`config.mk`:
```
export PLATFORM = sky130hd
export DESIGN_NAME = prog_loader
export DESIGN_NICKNAME = d
export VERILOG_FILES = /design/src/rtl/prog_loader.sv
export SDC_FILE = /design/constraint.sdc
export NUM_CORES = 1
export LEC_CHECK = 0
export ABC_AREA = 1
export BUFFER_PORTS_ARGS = -buffer_cell sky130_fd_sc_hd__clkbuf_2
export CAP_MARGIN = 20
export CORE_UTILIZATION = 35
export CTS_CLUSTER_SIZE = 30
export DETAILED_ROUTE_END_ITERATION = 6
export MAX_ROUTING_LAYER = met4
export PLACE_DENSITY_LB_ADDON = 0.2
export SETUP_SLACK_MARGIN = 0.4
export SYNTH_ARGS = -nofsm -noshare
export SYNTH_HDL_FRONTEND = slang
export SYNTH_SLANG_ARGS = --single-unit
```
`constraint.sdc`:
```
create_clock -name clk -period 3.03 [get_ports clk]
set_clock_uncertainty 0.15 [all_clocks]
set_input_delay 0.1515 -clock clk [delete_from_list [all_inputs] [get_ports clk]]
set_output_delay 0.1515 -clock clk [all_outputs]
set_load 0.03 [all_outputs]
```
`src/rtl/prog_loader.sv`:
```
// prog_loader: streams a host program image into CPU memory while holding the
// CPU in reset, then releases the CPU and counts its run cycles until it halts.
//
// Ports
//   clk        in   system clock (shared with the CPU control logic)
//   rst_       in   synchronous active-high reset
//   start      in   begin an image load (honoured in IDLE and DONE only)
//   in_valid   in   host byte valid
//   in_data    in   host program byte
//   in_last    in   final byte of a short image (qualified by in_valid)
//   in_ready   out  loader accepts a byte this cycle
//   mem_addr   out  memory write address
//   mem_data   out  memory write data
//   mem_wr     out  memory write strobe, one cycle per accepted byte
//   cpu_rst_   out  active-low CPU reset
//   halt       in   CPU halt indication
//   busy       out  high in LOAD, FLUSH and RUN
//   run_done   out  high in DONE
//   timeout    out  sticky: run ended by the watchdog
//   cycles     out  CPU run-cycle count (saturating)
//
// Configuration macro: PROG_LOADER_WDOG_EN enables the run-cycle watchdog.
// Without it timeout is held at 0 and RUN only exits on halt.

module prog_loader #(
    parameter int unsigned      DEPTH      = 32,
    parameter int unsigned      CNT_W      = 16,
    parameter logic [CNT_W-1:0] WDOG_LIMIT = 16'd4000
) (
    input  logic                     clk,
    input  logic                     rst_,
    input  logic                     start,
    input  logic                     in_valid,
    input  logic [7:0]               in_data,
    input  logic                     in_last,
    output logic                     in_ready,
    output logic [$clog2(DEPTH)-1:0] mem_addr,
    output logic [7:0]               mem_data,
    output logic                     mem_wr,
    output logic                     cpu_rst_,
    input  logic                     halt,
    output logic                     busy,
    output logic                     run_done,
    output logic                     timeout,
    output logic [CNT_W-1:0]         cycles
);

    localparam int unsigned      AW       = $clog2(DEPTH);
    localparam logic [AW-1:0]    LastAddr = AW'(DEPTH - 1);

`ifdef PROG_LOADER_WDOG_EN
    localparam logic [CNT_W-1:0] WdogLast = WDOG_LIMIT - 1'b1;
`else
    logic unused_wdog_limit;
    assign unused_wdog_limit = ^WDOG_LIMIT;
`endif

    typedef enum logic [2:0] {
        StIdle,
        StLoad,
        StFlush,
        StRun,
        StDone
    } state_e;

    state_e            state_q, state_d;
    logic [AW-1:0]     addr_q, addr_d;
    logic [AW-1:0]     mem_addr_q, mem_addr_d;
    logic [7:0]        mem_data_q, mem_data_d;
    logic              mem_wr_q, mem_wr_d;
    logic [CNT_W-1:0]  cycles_q, cycles_d;
    logic              timeout_q, timeout_d;
    logic              in_ready_q, in_ready_d;
    logic              cpu_rst_n_q, cpu_rst_n_d;
    logic              busy_q, busy_d;
    logic              run_done_q, run_done_d;

    always_comb begin
        state_d    = state_q;
        addr_d     = addr_q;
        mem_addr_d = mem_addr_q;
        mem_data_d = mem_data_q;
        mem_wr_d   = 1'b0;
        cycles_d   = cycles_q;
        timeout_d  = timeout_q;

        case (state_q)
            StIdle, StDone: begin
                if (start) begin
                    state_d   = StLoad;
                    addr_d    = '0;
                    cycles_d  = '0;
                    timeout_d = 1'b0;
                end
            end
            StLoad: begin
                // in_ready is always high in LOAD, so in_valid alone is a transfer
                if (in_valid) begin
                    mem_addr_d = addr_q;
                    mem_data_d = in_data;
                    mem_wr_d   = 1'b1;
                    addr_d     = addr_q + 1'b1;
                    if (addr_q == LastAddr || in_last) begin
                        state_d = StFlush;
                    end
                end
            end
            // One dead cycle lets the final write land while the CPU is still in reset
            StFlush: begin
                state_d = StRun;
            end
            StRun: begin
                if (halt) begin
                    state_d = StDone;
                end else begin
                    if (cycles_q != '1) begin
                        cycles_d = cycles_q + 1'b1;
                    end
`ifdef PROG_LOADER_WDOG_EN
                    if (cycles_q == WdogLast) begin
                        state_d   = StDone;
                        timeout_d = 1'b1;
                    end
`endif
                end
            end
            default: begin
                state_d = StIdle;
            end
        endcase

`ifndef PROG_LOADER_WDOG_EN
        timeout_d = 1'b0;
`endif

        // Outputs are registered from the next state so they align with state_q
        in_ready_d  = (state_d == StLoad);
        busy_d      = (state_d == StLoad) || (state_d == StFlush) || (state_d == StRun);
        run_done_d  = (state_d == StDone);
        cpu_rst_n_d = (state_d == StRun) || (state_d == StDone);
    end

    always_ff @(posedge clk) begin
        if (rst_) begin
            state_q     <= StIdle;
            addr_q      <= '0;
            mem_addr_q  <= '0;
            mem_data_q  <= '0;
            mem_wr_q    <= 1'b0;
            cycles_q    <= '0;
            timeout_q   <= 1'b0;
            in_ready_q  <= 1'b0;
            cpu_rst_n_q <= 1'b0;
            busy_q      <= 1'b0;
            run_done_q  <= 1'b0;
        end else begin
            state_q     <= state_d;
            addr_q      <= addr_d;
            mem_addr_q  <= mem_addr_d;
            mem_data_q  <= mem_data_d;
            mem_wr_q    <= mem_wr_d;
            cycles_q    <= cycles_d;
            timeout_q   <= timeout_d;
            in_ready_q  <= in_ready_d;
            cpu_rst_n_q <= cpu_rst_n_d;
            busy_q      <= busy_d;
            run_done_q  <= run_done_d;
        end
    end

    assign in_ready = in_ready_q;
    assign mem_addr = mem_addr_q;
    assign mem_data = mem_data_q;
    assign mem_wr   = mem_wr_q;
    assign cpu_rst_ = cpu_rst_n_q;
    assign busy     = busy_q;
    assign run_done = run_done_q;
    assign timeout  = timeout_q;
    assign cycles   = cycles_q;

endmodule

```
==> impl_metrics.toml <==
[status]
status = "complete, no violations"

[synthesis]
synth_edf_count = 0
ys.flop_type = "dfxtp_1"
yosysMostFrequentCell = "nand2_1"
synth_top_cell_by_area = "dfxtp_1"
synth_top_area_share_pct = 40.75
ys_types = 29
yosysSeqAreaShare_pct = 40.75
ys_top_cells_by_area = "dfxtp_1 (41%), nand2_1 (16%), nor2_1 (7.5%)"
ys_ff_latch = 42
synth_async_sr_flop_share_pct = 0
synth_common_cells = "nand2_1 (87), dfxtp_1 (42), nor2_1 (41), a21oi_1 (29), inv_1 (26)"
syn_inst = 304
yosysWarnings = 0
synth_area_um2 = 2063
avgSynthCellArea_um2 = 6.787
syn-num-nets = 321

[clock_tree]
post-cts-setup-buffers = 0
htree_levels = 2
cts_tree = "built"
numCtsBuffers = 5
clk_latency_ps = 290
clock_sinks = 42
clk_pin_slew_ps = 80
cts.path.max_buffers = 2
clock-root-buffer = "clkbuf_8"

[drt]
wirelength_mm = 4.955
via_per_inst = 4.797
post_drt_wl_per_cell_um = 11.58
wl_met3_um = 184
drt_iter0_drc = 118
remaining_drc_errors = 0
dr.pass1.iters = 5
route.vias.total = 2053
ant_nets = 0
highest_layer = "met4"
wl_met2_mm = 2.408
wl_met1_mm = 2.351

[timing]
setup_viol = 0
period_minus_slack_ps = 2186
worst_slew_pin_slew_ps = 803.1
finalSetupTns_ps = 0
period_share_pct = 72.13
slew_viol_final = 0
grt_setup_unrepaired = "no"
hold_violations = 0
finalWorstSetupSlack_ps = 844.4
max_freq_mhz = 457.5
relSlewSlack_pct = 46.46

[job]
drv_cap = 0

[placed_design]
placed_cells = 413
pre_cts_ws_ps = 918.4
dp_hpwl_mm = 3.447
gp_congestion = 0.7779
numPortBuffers = 47

[critical_path]
crit_arrival_ps = 2220
worstPathCellList = "nor2_1, nand2_1, inv_1, nand2_1, o21ai_0, inv_1, nand2_4, o21ai_0, nor2_1"
critPathTopFamily = "simple AND/OR/NAND/NOR gates"
critical_path_required_ps = 3060
cp-start-kind = "flop"
path_buf_inv = 2
cp-end-kind = "flop"
cp_slowest_cell = "dfxtp_1"
cp_max_fo = 16
critPathMaxStageDelay_ps = 370
crit_type = "flop to flop"

[floorplan]
core_um2 = 5608
rows = 27
die_h_um = 78.78
die_x_um = 78.78
boundaryPins = 49
initial_core_util_pct = 36.79
die-area_um2 = 6206

[final_layout]
nNetsFinal = 373
antenna_cells = 0
fin_cells = 428
area_growth_pct = 21.10
layout-drive-gt1-share_pct = 19.10

[grt]
grt_pass1_wl_mm = 8.590
grt_max_degree = 38
antenna_found_initial = 0
grt_pass1_vias = 1929
track_usage_pct = 17.97
gr-total-overflow = 0

[power]
irDropWorstVdd_v = 0.0002933
leakage_nw = 0.9573
cellPowerDensity_nw_per_um2 = 435.5

[hold_path]
hp-class = "input pin to flop"
==> layer usage <==
metal	GRT usage [%]	vias to the layer above
met2	31.48	47
met1	21.09	925
met3	3.793	2
li1	-	1079
met5	-	-
met4	3.889	0
==> sequential cells by signal, indices dropped and copies added (netlist names) <==
signal / count
cycles: 16
mem_data: 8
addr_q: 5
mem_addr: 5
state_q: 3
busy: 1
cpu_rst_: 1
in_ready: 1
mem_wr: 1
run_done: 1
==> tightest hold or removal path, cell delays in order <==
cell and delay [ps]:
clkbuf_2 80, o21ai_0 70, nand2_1 100, a21oi_1 70
==> layout make-up <==
class,instances,area [µm²]
Clock inverter,2,10.01
Timing Repair Buffer,56,322.8
Tap cell,72,90.09
Sequential cell,42,840.8
Clock buffer,5,68.82
Multi-Input combinational cell,225,1069
Fill cell,626,3109
Inverter,26,97.59
==> kinds of logic after synthesis <==
family	Yosys count	share of synthesized area (%)
and+or+nand+nor	172	35.78
AOI/OAI and AO/OA	47	13.16
DFF	42	40.75
buffers and inverters	37	7.459
adders and majority gates	3	1.819
xor gates and xnor gates	2	0.8492
other	1	0.1818
==> stage by stage <==
| stage | instance area [µm²] | hold slack, ps | utilization (%) | power (mW) |
|---|---|---|---|---|
| 2_1_floorplan | 2063 | 145.4 | - | 0.7102 |
| 3_3_place_gp | 2340 | 234.3 | 41.72 | 0.7462 |
| 3_5_place_dp | 2340 | 239.7 | 41.72 | 0.7478 |
| 4_1_cts | 2499 | 71.72 | 44.56 | 1.102 |
| 5_1_grt | 2499 | 109.4 | 44.56 | 1.153 |
| 6_report | 2499 | 77.89 | 44.56 | 1.088 |
==> worst paths after layout <==
| path | cells past startpoint | slack [ps] | startpoint | end |
|---|---|---|---|---|
| max | 9 | 840 | state_q[2]$_SDFF_PP0_ | cycles[1]$_SDFFE_PP0P_ |
| min | 4 | 80 | in_valid | in_ready$_SDFF_PP0_ |
| max reg2reg | 9 | 840 | state_q[2]$_SDFF_PP0_ | cycles[1]$_SDFFE_PP0P_ |
| min reg2reg | 2 | 320 | mem_data[2]$_SDFFE_PP0P_ | mem_data[2]$_SDFFE_PP0P_ |
==> power by group <==
part           leakage [nW]  internal [mW]  total, mW  switching (mW)
Clock                0.0438          0.155      0.347           0.192
Sequential            0.340          0.569      0.581          0.0121
Combinational         0.573         0.0464      0.160           0.114
Total                 0.957          0.771       1.09           0.318
==> layout by cell type, fill, tap and decap left out, types with 3 or more instances in the layout <==
cell type      synthesis  final
a21oi_1               29     29
clkbuf_2               0     47
nand3_1               20     20
o21bai_1               3      3
nand2_2                5      5
nand2_1               87     87
nor3b_1                3      3
o21ai_0                6      6
dfxtp_1               42     42
clkbuf_8               0      5
a21oi_2                4      4
nor3_1                 6      6
nor2_1                41     41
dlygate4sd3_1          0      8
nand4_1                6      6
inv_1                 26     26
ha_1                   3      3
==> timing repair <==
action / 4_1_cts / 5_1_grt
endpoints found under the setup margin: 0 / 0
endpoints found under the hold margin: 8 / 0
hold buffers: 8 / 0
gates resized for setup: 0 / 0
Note: power is estimated with default switching activity, not from simulation.
